`config.mk`:
```
export PLATFORM = sky130hd
export DESIGN_NAME = pwm_compare_stage
export DESIGN_NICKNAME = d
export VERILOG_FILES = /design/src/rtl/pwm_compare_stage.sv
export SDC_FILE = /design/constraint.sdc
export NUM_CORES = 1
export LEC_CHECK = 0
export CAP_MARGIN = 20
export CORE_UTILIZATION = 45
export CTS_CLUSTER_SIZE = 25
export DETAILED_ROUTE_END_ITERATION = 8
export PLACE_DENSITY = 0.76
export SYNTH_ARGS = -nofsm -noshare
export SYNTH_HDL_FRONTEND = slang
export SYNTH_SLANG_ARGS = --single-unit
```
`constraint.sdc`:
```
create_clock -name clock -period 1.7 [get_ports clock]
set_input_delay 0.34 -clock clock [delete_from_list [all_inputs] [get_ports clock]]
set_output_delay 0.34 -clock clock [all_outputs]
set_load 0.01 [all_outputs]
```
`src/rtl/pwm_compare_stage.sv`:
```
// PWM compare stage: double-buffered duty swapped at count wrap, period pulse/tally, held irq; 1-cycle latency, no backpressure.
// Optional count-sequence checker enabled by defining COUNT_CHECK_EN; otherwise err is tied low.
module pwm_compare_stage #(
   parameter int WIDTH  = 8,
   parameter int PCNT_W = 16
) (
   input  logic              clock,
   input  logic              reset,
   input  logic [WIDTH-1:0]  count,
   input  logic              duty_wr,
   input  logic [WIDTH-1:0]  duty_in,
   input  logic              irq_ack,
   output logic              pwm_out,
   output logic [WIDTH-1:0]  duty_active,
   output logic              period_pulse,
   output logic [PCNT_W-1:0] period_count,
   output logic              irq,
   output logic              err
);

   logic [WIDTH-1:0] count_q;
   logic [WIDTH-1:0] duty_pending;
   logic             pend_flag;
   logic             wrap;

   // A fall to zero from any non-zero value is a period boundary, including an upstream restart.
   assign wrap = (count == '0) && (count_q != '0);

   always_ff @(posedge clock) begin
      if (reset) begin
         count_q <= '0;
      end else begin
         count_q <= count;
      end
   end

   // A write on the wrap cycle lands in the pending slot after the old pending value moves out.
   always_ff @(posedge clock) begin
      if (reset) begin
         duty_pending <= '0;
         pend_flag    <= 1'b0;
         duty_active  <= '0;
      end else begin
         if (wrap && pend_flag) begin
            duty_active <= duty_pending;
         end
         if (duty_wr) begin
            duty_pending <= duty_in;
            pend_flag    <= 1'b1;
         end else if (wrap) begin
            pend_flag    <= 1'b0;
         end
      end
   end

   // Compare uses the duty held before this edge, so count 0 of a new period still sees the old duty.
   always_ff @(posedge clock) begin
      if (reset) begin
         pwm_out <= 1'b0;
      end else begin
         pwm_out <= (count < duty_active);
      end
   end

   always_ff @(posedge clock) begin
      if (reset) begin
         period_pulse <= 1'b0;
         period_count <= '0;
      end else begin
         period_pulse <= wrap;
         if (wrap && (period_count != '1)) begin
            period_count <= period_count + 1'b1;
         end
      end
   end

   always_ff @(posedge clock) begin
      if (reset) begin
         irq <= 1'b0;
      end else if (wrap) begin
         irq <= 1'b1;
      end else if (irq_ack) begin
         irq <= 1'b0;
      end
   end

`ifdef COUNT_CHECK_EN
   logic             chk_valid;
   logic [WIDTH-1:0] count_exp;

   assign count_exp = count_q + 1'b1;

   always_ff @(posedge clock) begin
      if (reset) begin
         chk_valid <= 1'b0;
         err       <= 1'b0;
      end else begin
         chk_valid <= 1'b1;
         // A jump to zero is an upstream restart, not a sequence fault.
         if (chk_valid && (count != count_exp) && (count != '0)) begin
            err <= 1'b1;
         end
      end
   end
`else
   assign err = 1'b0;
`endif

endmodule

```
# Word level (Yosys, flattened, before mapping)
# Cells that the tools add are included.
[word_totals]
in_bits = 20
reg_bits = 44
[op_classes]
n_addsub = 1
n_mux = 4
magnitude_cmp = 1
reduce_logical = 7
n_eq_ne = 1
[ops]
columns = ["cell", "count"]
rows = [
  ["$add A16 B1 Y16 const B", 1],
  ["$ne A16 B16 Y1 const B", 1],
  ["$logic_not A8 Y1", 1],
  ["$lt A8 B8 Y1", 1],
  ["$reduce_bool A8 Y1", 1],
  ["$mux W1", 4],
  ["$reduce_bool A2 Y1", 2],
  ["$logic_and A1 B1 Y1", 3],
]

# Longest topological paths before layout
# Gate-level depths: netlist (run 1).
[depth]
ltp_word = 4
depth_mapped = 7
mapped_depth_nobuf = 6

# Worst setup path before layout (run 1)
# Ideal clock, no wire load.
[synth_path]
path_type = "register -> register"
from = "register count_q[5]"
to = "register period_count[13]"
path_slack_ns = -0.095
n_path_buf = 0
required_time_ns = 1.579
arrival_ns = 1.675
path_stages_with_launch = 6
cell_sequence = "dfxtp_1 -> or4_4 -> o211ai_4 -> a21oi_2 -> nand2_1 -> mux2_2"
[synth_via]
elab_chain_len = 3
[synth_rtl]
columns = ["element", "line_no", "text"]
rows = [
  ["start: declaration", "21", "logic [WIDTH-1:0] count_q;"],
  ["start signal: assignment", "33", "count_q <= count;"],
  ["$reduce_bool A8 Y1", "27", "assign wrap = (count == '0) && (count_q != '0);"],
  ["$logic_and A1 B1 Y1", "27", ""],
  ["$logic_and A1 B1 Y1", "71", "if (wrap && (period_count != '1)) begin"],
  ["end signal: assignment", "72", "period_count <= period_count + 1'b1;"],
  ["end: declaration", "16", "output logic [PCNT_W-1:0] period_count,"],
]
# Every way passes these cells.
# A chain may end at the register's enable or synchronous reset.

# Worst setup path after layout (run 1)
[layout_path]
from = "register count_q[1]"
to = "register duty_active[5]"
[layout_via]
elab_chain_len = 3
[layout_rtl]
columns = ["element", "line_no", "text"]
rows = [
  ["$reduce_bool A8 Y1", "27", ""],
  ["$logic_and A1 B1 Y1", "27", ""],
  ["$logic_and A1 B1 Y1", "44", "if (wrap && pend_flag) begin"],
  ["end signal: assignment", "45", "duty_active <= duty_pending;"],
  ["end: declaration", "14", "output logic [WIDTH-1:0] duty_active,"],
]
# Every way passes these cells.

==> impl_metrics.py, run 1 <==
metrics = {
    "worst_setup_path": {
        "reg2reg_from": "count_q[1]$_SDFF_PP0_",
        "startpoint_type": "flop",
        "cp_slowest_cell": "or4_4",
        "crit_chain": "or4_4 -> buf_6 -> o2111ai_4 -> buf_12 -> mux2i_2 -> nor2_1",
        "rr_endpoint": "duty_active[5]$_SDFFE_PP0P_",
        "required_ns": 1.91,
        "critPathMaxStageDelay_ns": 0.58,
        "worst_setup_path_end_kind": "flop",
        "crit_fanout": 8,
        "startpoint": "count_q[1]$_SDFF_PP0_",
        "cp.buffers_inverters": 2,
        "criticalPathCategory": "reg2reg",
        "r2r_cells": 6,
        "worst-path-stages": 6,
        "cp_top_family": "simple AND/OR/NAND/NOR gates",
        "crit_arrival_ns": 1.99,
        "r2r_slack_ns": -0.08,
    },
    "final_layout": {
        "drive_gt1_frac": 0.302,
        "antennaDiodeCount": 0,
        "final_core_util": 0.704,
        "synthToLayoutAreaGrowth_pct": 49.3,
        "final_nets": 322,
    },
    "yosys": {
        "synth_cells": 206,
        "syn_avg_cell_area_um2": 10.1,
        "seq_area_frac_synth": 0.423,
        "yosys_warnings": 0,
        "synth.distinct_cells": 36,
        "netlist_area_mm2": 0.00208,
        "syn-num-nets": 234,
        "yosys_register_bits": 44,
    },
    "sta": {
        "min_period_over_period": 1.05,
        "setup_viol": 18,
        "rsz0062_at_grt": "true",
        "fin_ws_ns": -0.0823,
        "finalHoldViolCount": 0,
        "fmax_mhz": 561,
        "finalSetupTns_ns": -0.801,
        "min_period_ns": 1.78,
        "final_max_slew_viol_count": 0,
        "skew_ns": 0.00663,
    },
    "power": {
        "p_seq_frac": 0.509,
        "irDropWorstVdd_mv": 0.594,
        "p_int_w": 0.00160,
        "pwr-share-comb": 0.089,
        "clockPowerShare": 0.402,
        "powerDensity_mw_per_mm2": 673,
        "p_sw_frac": 0.235,
        "switching_power_w": 0.000491,
        "leakage_nw": 1.28,
    },
    "clock_network": {
        "cts_tree": "done",
        "cts_sinks": 44,
        "cts_made_buffers": 5,
        "h-tree-depth": 2,
        "clk_latency_ns": 0.31,
        "hold_buffers": 0,
        "clockRootBuffer": "clkbuf_8",
        "cts_buffer_depth": 2,
        "clk_pin_slew_worst_paths_ns": 0.09,
    },
    "job": {
        "maxCapViolations": 0,
    },
    "global_route": {
        "antenna_found_initial": 0,
        "grt_pass1_vias": 1838,
        "grt_pass1_wl_mm": 8.76,
        "grt_usage": 0.226,
        "grt-ovfl-total": 0,
        "grt_max_degree": 18,
    },
    "route": {
        "drcViolationCount": 0,
        "viasPerCell": 5.09,
        "drtIter0Drc": 133,
        "dr_total_vias": 1765,
        "wl_mm": 5.00,
        "wl_per_cell_um": 14.4,
        "ant_nets": 0,
        "drt_first_pass_iters": 4,
    },
    "die": {
        "dieWidth_um": 70.0,
        "io_pins": 48,
        "core_mm2": 0.00441,
        "dieArea_mm2": 0.00490,
        "start_util": 0.472,
        "die_h_um": 70.0,
        "placementRows": 24,
    },
    "placement": {
        "pre_cts_ws_ns": -0.507,
        "dp_hpwl_mm": 3.51,
        "port_buffers": 46,
        "gp_congestion": 0.788,
    },
    "hold_path": {
        "holdPathStages": 2,
        "min_path_type": "reg2reg",
        "hp-start": "irq$_SDFFE_PP0P_",
        "whs_endpoint": "irq$_SDFFE_PP0P_",
    },
    "outcome": {
        "outcome": "finished, violations left",
        "failed_checks": "negative setup slack",
    },
}
[cell type report]
class                           instances  area [µm²]
Tap cell                               52        65.1
Sequential cell                        44         888
Clock inverter                          3        46.3
Fill cell                             333        1310
Clock buffer                            5        68.8
Inverter                               10        37.5
Multi-Input combinational cell        143        1180
Timing Repair Buffer                   90         823
[flip-flops by register name, summed over array words and instances (netlist names)]
| name | flops |
|---|---|
| duty_pending | 8 |
| duty_active | 8 |
| irq | 1 |
| period_pulse | 1 |
| pwm_out | 1 |
| count_q | 8 |
| period_count | 16 |
| pend_flag | 1 |
[repair_timing]
action	in CTS	in global routing
cloned	1	0
endpoints found under the setup margin	26	36
endpoints found under the hold margin	0	0
setup buffers	7	0
pin swaps	9	7
resized for setup	17	11
[synthesized netlist by cell type, drive strengths merged]
cell type | number | share of area
or2 | 2 | 0.0060
a21o | 3 | 0.011
and4 | 1 | 0.0042
o2111ai | 3 | 0.021
and2 | 1 | 0.0030
a211oi | 6 | 0.036
mux2i | 19 | 0.091
mux2 | 1 | 0.0054
conb | 1 | 0.0018
clkbuf | 6 | 0.011
a21oi | 4 | 0.011
or4 | 2 | 0.011
a2111oi | 4 | 0.029
buf | 4 | 0.019
nand2 | 9 | 0.016
xnor2 | 11 | 0.046
nor2 | 37 | 0.067
nand3 | 4 | 0.0096
and3 | 2 | 0.0060
nor4 | 5 | 0.029
or3b | 1 | 0.0054
dfxtp | 44 | 0.42
nor3 | 2 | 0.013
o2111a | 1 | 0.0054
nand4 | 2 | 0.0060
o211ai | 1 | 0.010
inv | 10 | 0.018
nand2b | 4 | 0.012
nor2b | 8 | 0.024
ha | 8 | 0.048
[metrics by stage]
| stage | cells | total power (W) | area (µm²) | hold slack (ns) |
|---|---|---|---|---|
| 6_report | 347 | 0.00209 | 3110 | 0.481 |
| 5_1_grt | 347 | 0.00217 | 3110 | 0.489 |
| 4_1_cts | 347 | 0.00209 | 3080 | 0.482 |
| 3_5_place_dp | 331 | 0.00127 | 2850 | 0.471 |
| 3_3_place_gp | 331 | 0.00126 | 2850 | 0.472 |
| 2_1_floorplan | 206 | 0.00117 | 2090 | 0.460 |
[worst max-delay path by stage]
| stage | endpoint | slack, ns |
|---|---|---|
| 2_1_floorplan | period_count[13]$_SDFFE_PP0P_ | -0.09 |
| 3_3_place_gp | period_count[14]$_SDFFE_PP0P_ | -0.42 |
| 3_5_place_dp | period_count[14]$_SDFFE_PP0P_ | -0.51 |
| 4_1_cts | period_count[13]$_SDFFE_PP0P_ | -0.09 |
| 5_1_grt | duty_active[5]$_SDFFE_PP0P_ | -0.14 |
| 6_report | duty_active[5]$_SDFFE_PP0P_ | -0.08 |
[kinds of logic (layout without fill, tap and decap cells)]
family	after synthesis	count (layout)	synth area share
and+or+nand+nor	80	80	0.212
DFF	44	44	0.423
AOI/OAI and AO/OA	22	23	0.124
muxes	20	20	0.0968
buffers and inverters	20	108	0.0481
xor gates and xnor gates	11	11	0.0463
adders and majority gates	8	8	0.0481
other	1	1	0.00180
[worst min-delay path, delay by kind of cell, from the launching register on]
| kind | cells | cell delay [ns] |
|---|---|---|
| AO/OA/AOI/OAI | 1 | 0.06 |
| flip-flops | 1 | 0.32 |
| AND/OR/NAND/NOR | 1 | 0.06 |
[metal layers]
layer	wire length [µm]	vias to the layer above	global-route usage
met5	0	-	0
met4	93	0	0.0800
met3	182	9	0.0447
met2	2440	35	0.381
met1	2280	835	0.287
li1	-	886	-
[power by group through the flow]
stage / Sequential [W] / Combinational [W] / Clock [W]
6_report: 0.00107 / 0.000187 / 0.000840
5_1_grt: 0.00107 / 0.000204 / 0.000897
4_1_cts: 0.00106 / 0.000186 / 0.000840
3_5_place_dp: 0.00109 / 0.000180 / 0
3_3_place_gp: 0.00109 / 0.000176 / 0
2_1_floorplan: 0.00109 / 0.0000803 / 0
[layout by cell type (no fill, tap or decap), drive strengths merged, types with 5 or more instances in the layout]
cell type and instances:
nor4 5, xnor2 11, nor2 37, ha 8, buf 44, dlygate4sd2 8
clkdlybuf4s50 34, dfxtp 44, clkbuf 5, mux2i 19, inv 11, nor2b 8
a211oi 6, nand2 9
Power figures use the tool's default switching activity.
==> inputs of run 2 (changes only) <==
--- a/config.mk
+++ b/config.mk
@@ -5,11 +5,11 @@
 export SDC_FILE = /design/constraint.sdc
 export NUM_CORES = 1
 export LEC_CHECK = 0
-export CAP_MARGIN = 20
-export CORE_UTILIZATION = 45
+export CAP_MARGIN = 10
+export CORE_UTILIZATION = 53
 export CTS_CLUSTER_SIZE = 25
 export DETAILED_ROUTE_END_ITERATION = 8
-export PLACE_DENSITY = 0.76
+export PLACE_DENSITY = 0.84
 export SYNTH_ARGS = -nofsm -noshare
 export SYNTH_HDL_FRONTEND = slang
 export SYNTH_SLANG_ARGS = --single-unit
==> constraint.sdc (replaced) <==
create_clock -name clock -period 2.2 [get_ports clock]
set_input_delay 0.44 -clock clock [delete_from_list [all_inputs] [get_ports clock]]
set_output_delay 0.44 -clock clock [all_outputs]
set_load 0.01 [all_outputs]
==> run 2 against run 1 <==
Net effect:
- via count is 8.8% lower
- clock skew is essentially flat
- core utilization up 3.8 points
- non-clock buffer count down 29
- critical endpoint is now period_count[14]$_SDFFE_PP0P_
- sequential power shrank 23%
- largest power group unchanged
- worst hold slack gained 0.0098 ns
- flip-flop and latch count did not move
- the run now ends clean
- final cell count is 9.8% lower
- power fell by 31%
- first-iteration DRC count fell by 32%
- routed wire length is 21% lower
- critical path depth did not move
==> impl_metrics.py, run 2 (same netlist as run 1, synthesis figures left out) <==
metrics = {
    "final_layout": {
        "mostFrequentLayoutCells": "clkdlybuf4s50_1 (46), dfxtp_1 (44), nor2_1 (37)",
        "fin_area_mm2": 0.00276,
        "regMostFlops": "period_count",
        "drive_gt1_frac": 0.177,
        "final_nets": 292,
        "nFillCells": 283,
        "synthToLayoutAreaGrowth_pct": 32.5,
        "final_common_cell": "clkdlybuf4s50_1",
        "largest_reg_flops": 16,
        "antennaDiodeCount": 0,
    },
    "sta": {
        "setup_viol": 0,
        "worstMarginPinSlew_ns": 0.508,
        "rsz0062_at_grt": "false",
        "fmax_mhz": 510,
        "final_max_slew_viol_count": 0,
        "min_period_over_period": 0.891,
        "slew_headroom": 0.660,
        "finalHoldViolCount": 0,
        "skew_ns": 0.00669,
        "min_period_ns": 1.96,
    },
    "clock_network": {
        "h-tree-depth": 2,
        "clockRootBuffer": "clkbuf_8",
        "cts_sinks": 44,
        "hold_buffers": 0,
        "cts_buffer_depth": 2,
        "cts_made_buffers": 5,
        "cts_tree": "done",
        "post_cts_buffers": 0,
        "clk_latency_ns": 0.31,
        "ctsResizeCount": 0,
        "clk_pin_slew_worst_paths_ns": 0.08,
    },
    "worst_setup_path": {
        "crit_arrival_ns": 2.16,
        "startpoint_type": "primary input",
        "required_ns": 2.40,
        "r2r_cells": 6,
        "reg2reg_from": "period_count[0]$_SDFFE_PP0P_",
        "criticalPathCategory": "in2reg",
        "r2r_slack_ns": 0.28,
        "rr_endpoint": "period_count[14]$_SDFFE_PP0P_",
        "crit_fanout": 10,
        "worst_setup_path_end_kind": "flop",
    },
    "die": {
        "dieArea_mm2": 0.00418,
        "die_h_um": 64.7,
        "core_mm2": 0.00372,
        "dieWidth_um": 64.7,
        "io_pins": 48,
        "start_util": 0.560,
        "placementRows": 22,
    },
    "hold_path": {
        "min_path_type": "reg2reg",
        "whs_endpoint": "irq$_SDFFE_PP0P_",
        "holdPathStages": 2,
        "hp-start": "irq$_SDFFE_PP0P_",
    },
    "global_route": {
        "grt_pass1_wl_mm": 6.76,
        "grt_usage": 0.217,
        "grt_max_degree": 46,
        "antenna_found_initial": 0,
        "grt-ovfl-total": 0,
        "grt_pass1_vias": 1489,
    },
    "route": {
        "ant_nets": 0,
        "drt_first_pass_iters": 4,
        "viasPerCell": 5.14,
        "drtIter0Drc": 90,
        "drcViolationCount": 0,
        "dr_total_vias": 1609,
        "wl_per_cell_um": 12.6,
        "wl_mm": 3.94,
    },
    "placement": {
        "port_buffers": 46,
        "place_area_mm2": 0.00267,
        "dp_hpwl_mm": 2.94,
        "gp_congestion": 0.810,
    },
    "power": {
        "pwr-share-comb": 0.087,
        "powerDensity_mw_per_mm2": 526,
        "leakage_nw": 1.03,
        "irDropWorstVdd_mv": 0.387,
        "p_int_w": 0.00111,
        "fin_total_pwr_w": 0.00145,
        "clockPowerShare": 0.346,
        "p_sw_frac": 0.237,
        "p_seq_frac": 0.567,
        "switching_power_w": 0.000344,
    },
    "job": {
        "maxCapViolations": 0,
    },
    "outcome": {
        "outcome": "finished, final reports clean",
    },
}
[run 2: power by group through the flow]
stage / logic (W) / clock network [W] / registers [W]
after floorplan: 0.0000620 / 0 / 0.000840
after CTS: 0.000128 / 0.000517 / 0.000823
after global placement: 0.000125 / 0 / 0.000842
after global routing: 0.000140 / 0.000557 / 0.000826
after detailed placement: 0.000128 / 0 / 0.000842
final: 0.000126 / 0.000502 / 0.000823
[run 2: cell type report]
cell class	instances	area [µm²]	area share
multi-input cells	142	1110	0.401
flip-flops and latches	44	881	0.319
repair buffers	61	586	0.212
clock buffers	5	68.8	0.0249
well taps	48	60.1	0.0218
inverters	10	37.5	0.0136
clock inverters	3	18.8	0.00680
[run 2: routing by layer]
layer,track usage,part of all wire,up-vias
li1,-,-,822
met1,0.284,0.48,743
met2,0.318,0.45,35
met3,0.0563,0.040,9
met4,0.131,0.025,0
met5,0,0,-
[run 2: worst max-delay path, stage by stage]
cell and delay (ns):
clkdlybuf4s50_1 0.45, nor4_4 0.37, o211ai_4 0.21, nor4_1 0.40
mux2i_1 0.23, nor2_1 0.05
[run 2: worst max-delay path by stage]
stage	startpoint	end	slack, ns	cells after the start
floorplan	count_q[5]$_SDFF_PP0_	period_count[13]$_SDFFE_PP0P_	0.40	5
global placement	count[1]	period_count[14]$_SDFFE_PP0P_	-0.02	6
detailed placement	count[4]	period_count[14]$_SDFFE_PP0P_	-0.09	6
CTS	count[0]	period_count[14]$_SDFFE_PP0P_	0.25	6
global route	period_count[0]$_SDFFE_PP0P_	period_count[14]$_SDFFE_PP0P_	0.15	6
finish	count[1]	period_count[14]$_SDFFE_PP0P_	0.24	6
[run 2: stage by stage]
stage / hold WS, ns / setup TNS, ns / util / std cells / setup WS, ns
2_1_floorplan: 0.460 / 0 / - / 206 / 0.405
4_1_cts: 0.502 / 0 / 0.742 / 313 / 0.246
3_3_place_gp: 0.472 / -0.0437 / 0.719 / 305 / -0.0169
3_5_place_dp: 0.482 / -0.357 / 0.719 / 305 / -0.0888
6_report: 0.491 / 0 / 0.742 / 313 / 0.240
5_1_grt: 0.504 / 0 / 0.742 / 313 / 0.152
==> edit 1, RTL diff (settings of run 1) <==
Build with the macro `COUNT_CHECK_EN` defined.
--- a/src/rtl/pwm_compare_stage.sv
+++ b/src/rtl/pwm_compare_stage.sv
@@ -1,5 +1,7 @@
 // PWM compare stage: double-buffered duty swapped at count wrap, period pulse/tally, held irq; 1-cycle latency, no backpressure.
 // Optional count-sequence checker enabled by defining COUNT_CHECK_EN; otherwise err is tied low.
+`define COUNT_CHECK_EN
+
 module pwm_compare_stage #(
    parameter int WIDTH  = 8,
    parameter int PCNT_W = 16
Formal check against the unedited RTL: not equivalent (Yosys sat finds a counterexample within 4 cycles, from zero or initial values and one cycle with reset high).
==> edit 1 against run 1 <==
The flow still finishes with violations (negative setup slack); total power increased by 14%; non-clock buffer count unchanged; synthesized area increased by 8.7%; sequential cell count increased by 2; final area increased by 10%; worst setup slack got worse by 0.038 ns; routed wire length increased by 20%; via count increased by 22%; final cell count increased by 17%; critical path type unchanged.
==> edit 1: results <==
set metrics [dict create \
    synth_xor_area_share_pct 7.74 \
    p_sw_mw 0.518 \
    place.gp.congestion 0.852 \
    p_comb_share_pct 10.4 \
    outcome "complete, but fails checks" \
    regArea_sq_um 930 \
    yosysSeqAreaShare_pct 40.7 \
    multi_input_area_sq_um 1380 \
    min_from "duty_active[0]$_SDFFE_PP0P_" \
    violations "negative setup slack" \
    vias 2151 \
    preCtsSetupSlack_ns -0.431 \
    final_nets 367 \
    multi_input_gates 180 \
    ys_top_cells_by_area "dfxtp_1 (41%), ha_1 (5.5%), xor2_1 (5.4%), mux2i_1 (5.3%), nor2_1 (4.3%)" \
    setup_tns_ns -1.71 \
    grtUsageTotal_pct 23.6 \
    whs_endpoint "duty_active[0]$_SDFFE_PP0P_" \
    io_buffers 47 \
    n_sequential_cell 46 \
    syn_nets 280 \
    arrival_ns 2.03 \
    nNonClkInverters 14 \
    nClkBuffers 6 \
    fillerInstances 334 \
    setup_violations 25 \
    max_stage_delay_ns 0.51 \
    p_leak_nw 1.43 \
    ir_worst_vdd_v 0.000640 \
    powerSeq_mw 1.13 \
    dpl-instance-area_sq_um 3070 \
    synth-compound-area-share_pct 13.2 \
    synth_mux_area_share_pct 5.80 \
    grt_pass1_vias 2057 \
    final_cells 405 \
    setup_ws_ns -0.120 \
    crit_fanout 5 \
    buf_share_pct 24.2 \
    comb_power_mw 0.249 \
    wire_per_inst_um 14.8 \
    synthAdderAreaFrac_pct 5.53 \
]
## edit 1: changes by cell type after synthesis, moves of 4 or more
cell              run 1  this run
xor2_1                0        14
a21oi_1               3        14
nand3_1               4        15
nor2_1               37        26
mux2i_1              19        12
nand2_1               9        16
a211oi_2              6         0
xnor2_1              11         6
a2111oi_2             4         0
nand4_1               2         6
o211ai_2              0         4
## edit 1: repair_timing
action,CTS,global route
hold buffers,0,0
setup buffers,2,1
endpoints found under the setup margin,29,33
resized for setup,36,17
pin swaps,17,13
## edit 1: layer usage
layer  vias to the layer above  global-route usage (%)  share of wire, %  routed length, um
met4                         0                    6.97              0.70                 42
li1                       1050                       -                 -                  -
met3                         5                    4.56               3.8                231
met1                      1041                    30.7                46               2770
met2                        55                    39.7                49               2970
met5                         -                       0                 0                  0
## edit 1: worst min-delay path, stage by stage, from the launching register on
cell	delay (ns)
dfxtp_1	0.33
nand2_1	0.06
a21oi_1	0.05
==> edit 2, RTL diff (config.mk and constraints of run 1) <==
Made on the original files. Put one more register stage on the output `period_count`, with the module's reset. The value now appears one clock later. The other outputs are not delayed to match.
--- a/src/rtl/pwm_compare_stage.sv
+++ b/src/rtl/pwm_compare_stage.sv
@@ -17,6 +17,8 @@
    output logic              irq,
    output logic              err
 );
+
+   logic [PCNT_W-1:0] period_count_s0;
 
    logic [WIDTH-1:0] count_q;
    logic [WIDTH-1:0] duty_pending;
@@ -65,11 +67,11 @@
    always_ff @(posedge clock) begin
       if (reset) begin
          period_pulse <= 1'b0;
-         period_count <= '0;
+         period_count_s0 <= '0;
       end else begin
          period_pulse <= wrap;
-         if (wrap && (period_count != '1)) begin
-            period_count <= period_count + 1'b1;
+         if (wrap && (period_count_s0 != '1)) begin
+            period_count_s0 <= period_count_s0 + 1'b1;
          end
       end
    end
@@ -106,5 +108,13 @@
    assign err = 1'b0;
 `endif
 
+   always_ff @(posedge clock) begin
+      if (reset) begin
+         period_count <= '0;
+      end else begin
+         period_count <= period_count_s0;
+      end
+   end
+
 endmodule
 
Behaviour: not the same (a bounded check fails within 4 cycles, from zero or initial values and one cycle with reset high).
==> edit 2 against run 1 <==
The run still ends with negative setup slack left; routed wire length is 18% higher; die area is 16% higher; sequential cell count is 16 higher; total power is 35% higher; synthesized area is 16% higher; synthesized cell count is 21% higher; worst setup slack worse by 0.053 ns; final area is 16% higher; hold slack worse by 0.0052 ns; critical path type unchanged; critical endpoint is now period_count_s0[8]$_SDFFE_PP0P_; largest power group unchanged; highest routed layer unchanged.
==> edit 2: results <==
set metrics [dict create \
    outcome "complete, but fails checks" \
    violations "negative setup slack" \
    setup_ws_ns -0.136 \
    crit_fanout 5 \
    cts_made_buffers 9 \
    clk_latency_ns 0.34 \
    drtIter0Drc 116 \
    h-tree-depth 3 \
    ir_worst_vdd_v 0.000742 \
    setup_tns_ns -1.13 \
    ys_top_cells_by_count "dfxtp_1 (60), nor2b_1 (24), nor2_1 (23), nand3_1 (16), a21oi_1 (14)" \
    place.gp.congestion 0.855 \
    synth_cells 249 \
    p_leak_nw 1.41 \
    arrival_ns 2.07 \
    crit_start "count_q[5]$_SDFF_PP0_" \
    synth.distinct_cells 40 \
    grt_start_max_net_pins 35 \
    grt_pass1_wl_um 9360 \
    min_from "duty_active[0]$_SDFFE_PP0P_" \
    dp_hpwl_um 3820 \
    synth_flop_cell "dfxtp_1" \
    grt_util_met2_pct 36.2 \
    clk_pin_slew_ns 0.06 \
    yosysSeqAreaShare_pct 49.7 \
    use_met1_pct 29.4 \
    reg2reg_depth 5 \
    fillerInstances 410 \
    syn_nets 277 \
    dpl.cell_count 392 \
    fin_skew_ns 0.00943 \
    drive_gt1_share_pct 27.5 \
    swShare_pct 21.9 \
    r2r-end "period_count_s0[8]$_SDFFE_PP0P_" \
    met3_usage_pct 6.75 \
    dpl-instance-area_sq_um 3250 \
    grt_pass1_vias 1949 \
    whs_endpoint "duty_active[0]$_SDFFE_PP0P_" \
    wl_um 5910 \
    setup_violations 14 \
    grtUsageTotal_pct 22.8 \
    viasPerCell 5.15 \
]
[edit 2: changes by cell type after synthesis, moves of 11 or more]
| cell | change |
|---|---|
| mux2i_1 | -11 |
| a21oi_1 | +11 |
| mux2_1 | +11 |
| nor2_1 | -14 |
| dfxtp_1 | +16 |
| xnor2_1 | -11 |
| nand3_1 | +12 |
| nor2b_1 | +16 |
[edit 2: cell families (layout without fill, tap and decap cells)]
| group | Yosys count | count (layout) | share of synthesized area [%] |
|---|---|---|---|
| compound gates | 27 | 28 | 7.25 |
| fa+ha+maj | 8 | 8 | 4.14 |
| buf+inv | 21 | 113 | 3.78 |
| flops | 60 | 60 | 49.7 |
| mux | 20 | 20 | 9.06 |
| other cells | 1 | 1 | 0.155 |
| simple gates | 112 | 112 | 25.9 |
[edit 2: how the worst max path moves through the flow]
| stage | endpoint |
|---|---|
| 2_1_floorplan | period_count_s0[7]$_SDFFE_PP0P_ |
| 3_3_place_gp | period_count_s0[9]$_SDFFE_PP0P_ |
| 3_5_place_dp | period_count_s0[9]$_SDFFE_PP0P_ |
| 4_1_cts | period_count_s0[8]$_SDFFE_PP0P_ |
| 5_1_grt | period_count_s0[8]$_SDFFE_PP0P_ |
| 6_report | period_count_s0[8]$_SDFFE_PP0P_ |
[edit 2: cell type report]
class	instances	share of cell area [%]
multi-input combinational	169	36.0
sequential	60	33.8
timing repair buffer	89	21.6
clock buffer	14	5.08
tap	70	2.44
inverter	9	0.940
clock inverter	1	0.139
[edit 2: per-stage QoR]
stage / hold slack (ns) / utilization (%)
after floorplan: 0.421 / -
after global placement: 0.459 / 63.3
after detailed placement: 0.468 / 63.3
after CTS: 0.479 / 69.4
after global routing: 0.492 / 69.9
final: 0.476 / 69.9
[edit 2: worst reg2reg max path, delay by kind of cell, from the launching register on]
| kind | cells | cell delay (ns) |
|---|---|---|
| compound gates | 1 | 0.35 |
| buf+inv | 1 | 0.17 |
| flops | 1 | 0.30 |
| simple gates | 2 | 0.63 |
| mux | 1 | 0.29 |
[edit 2: layer usage]
layer / wire [um] / part of all wire (%)
met1: 2680 / 45
met2: 2830 / 48
met3: 287 / 4.9
met4: 110 / 1.9
met5: 0 / 0
[edit 2: power groups by stage]
| stage | Sequential, mW | Clock, mW | Combinational [mW] |
|---|---|---|---|
| 6_report | 1.44 | 1.19 | 0.177 |
| 5_1_grt | 1.44 | 1.27 | 0.193 |
| 3_5_place_dp | 1.47 | 0 | 0.170 |
| 3_3_place_gp | 1.47 | 0 | 0.165 |
| 2_1_floorplan | 1.47 | 0 | 0.0858 |
| 4_1_cts | 1.44 | 1.22 | 0.175 |
[edit 2: timing repair]
item                                    4_1_cts  5_1_grt
cloned                                        1        0
gates resized for setup                      27        6
pin swaps                                    13        8
endpoints found under the setup margin       18       19
setup buffers                                 4        0
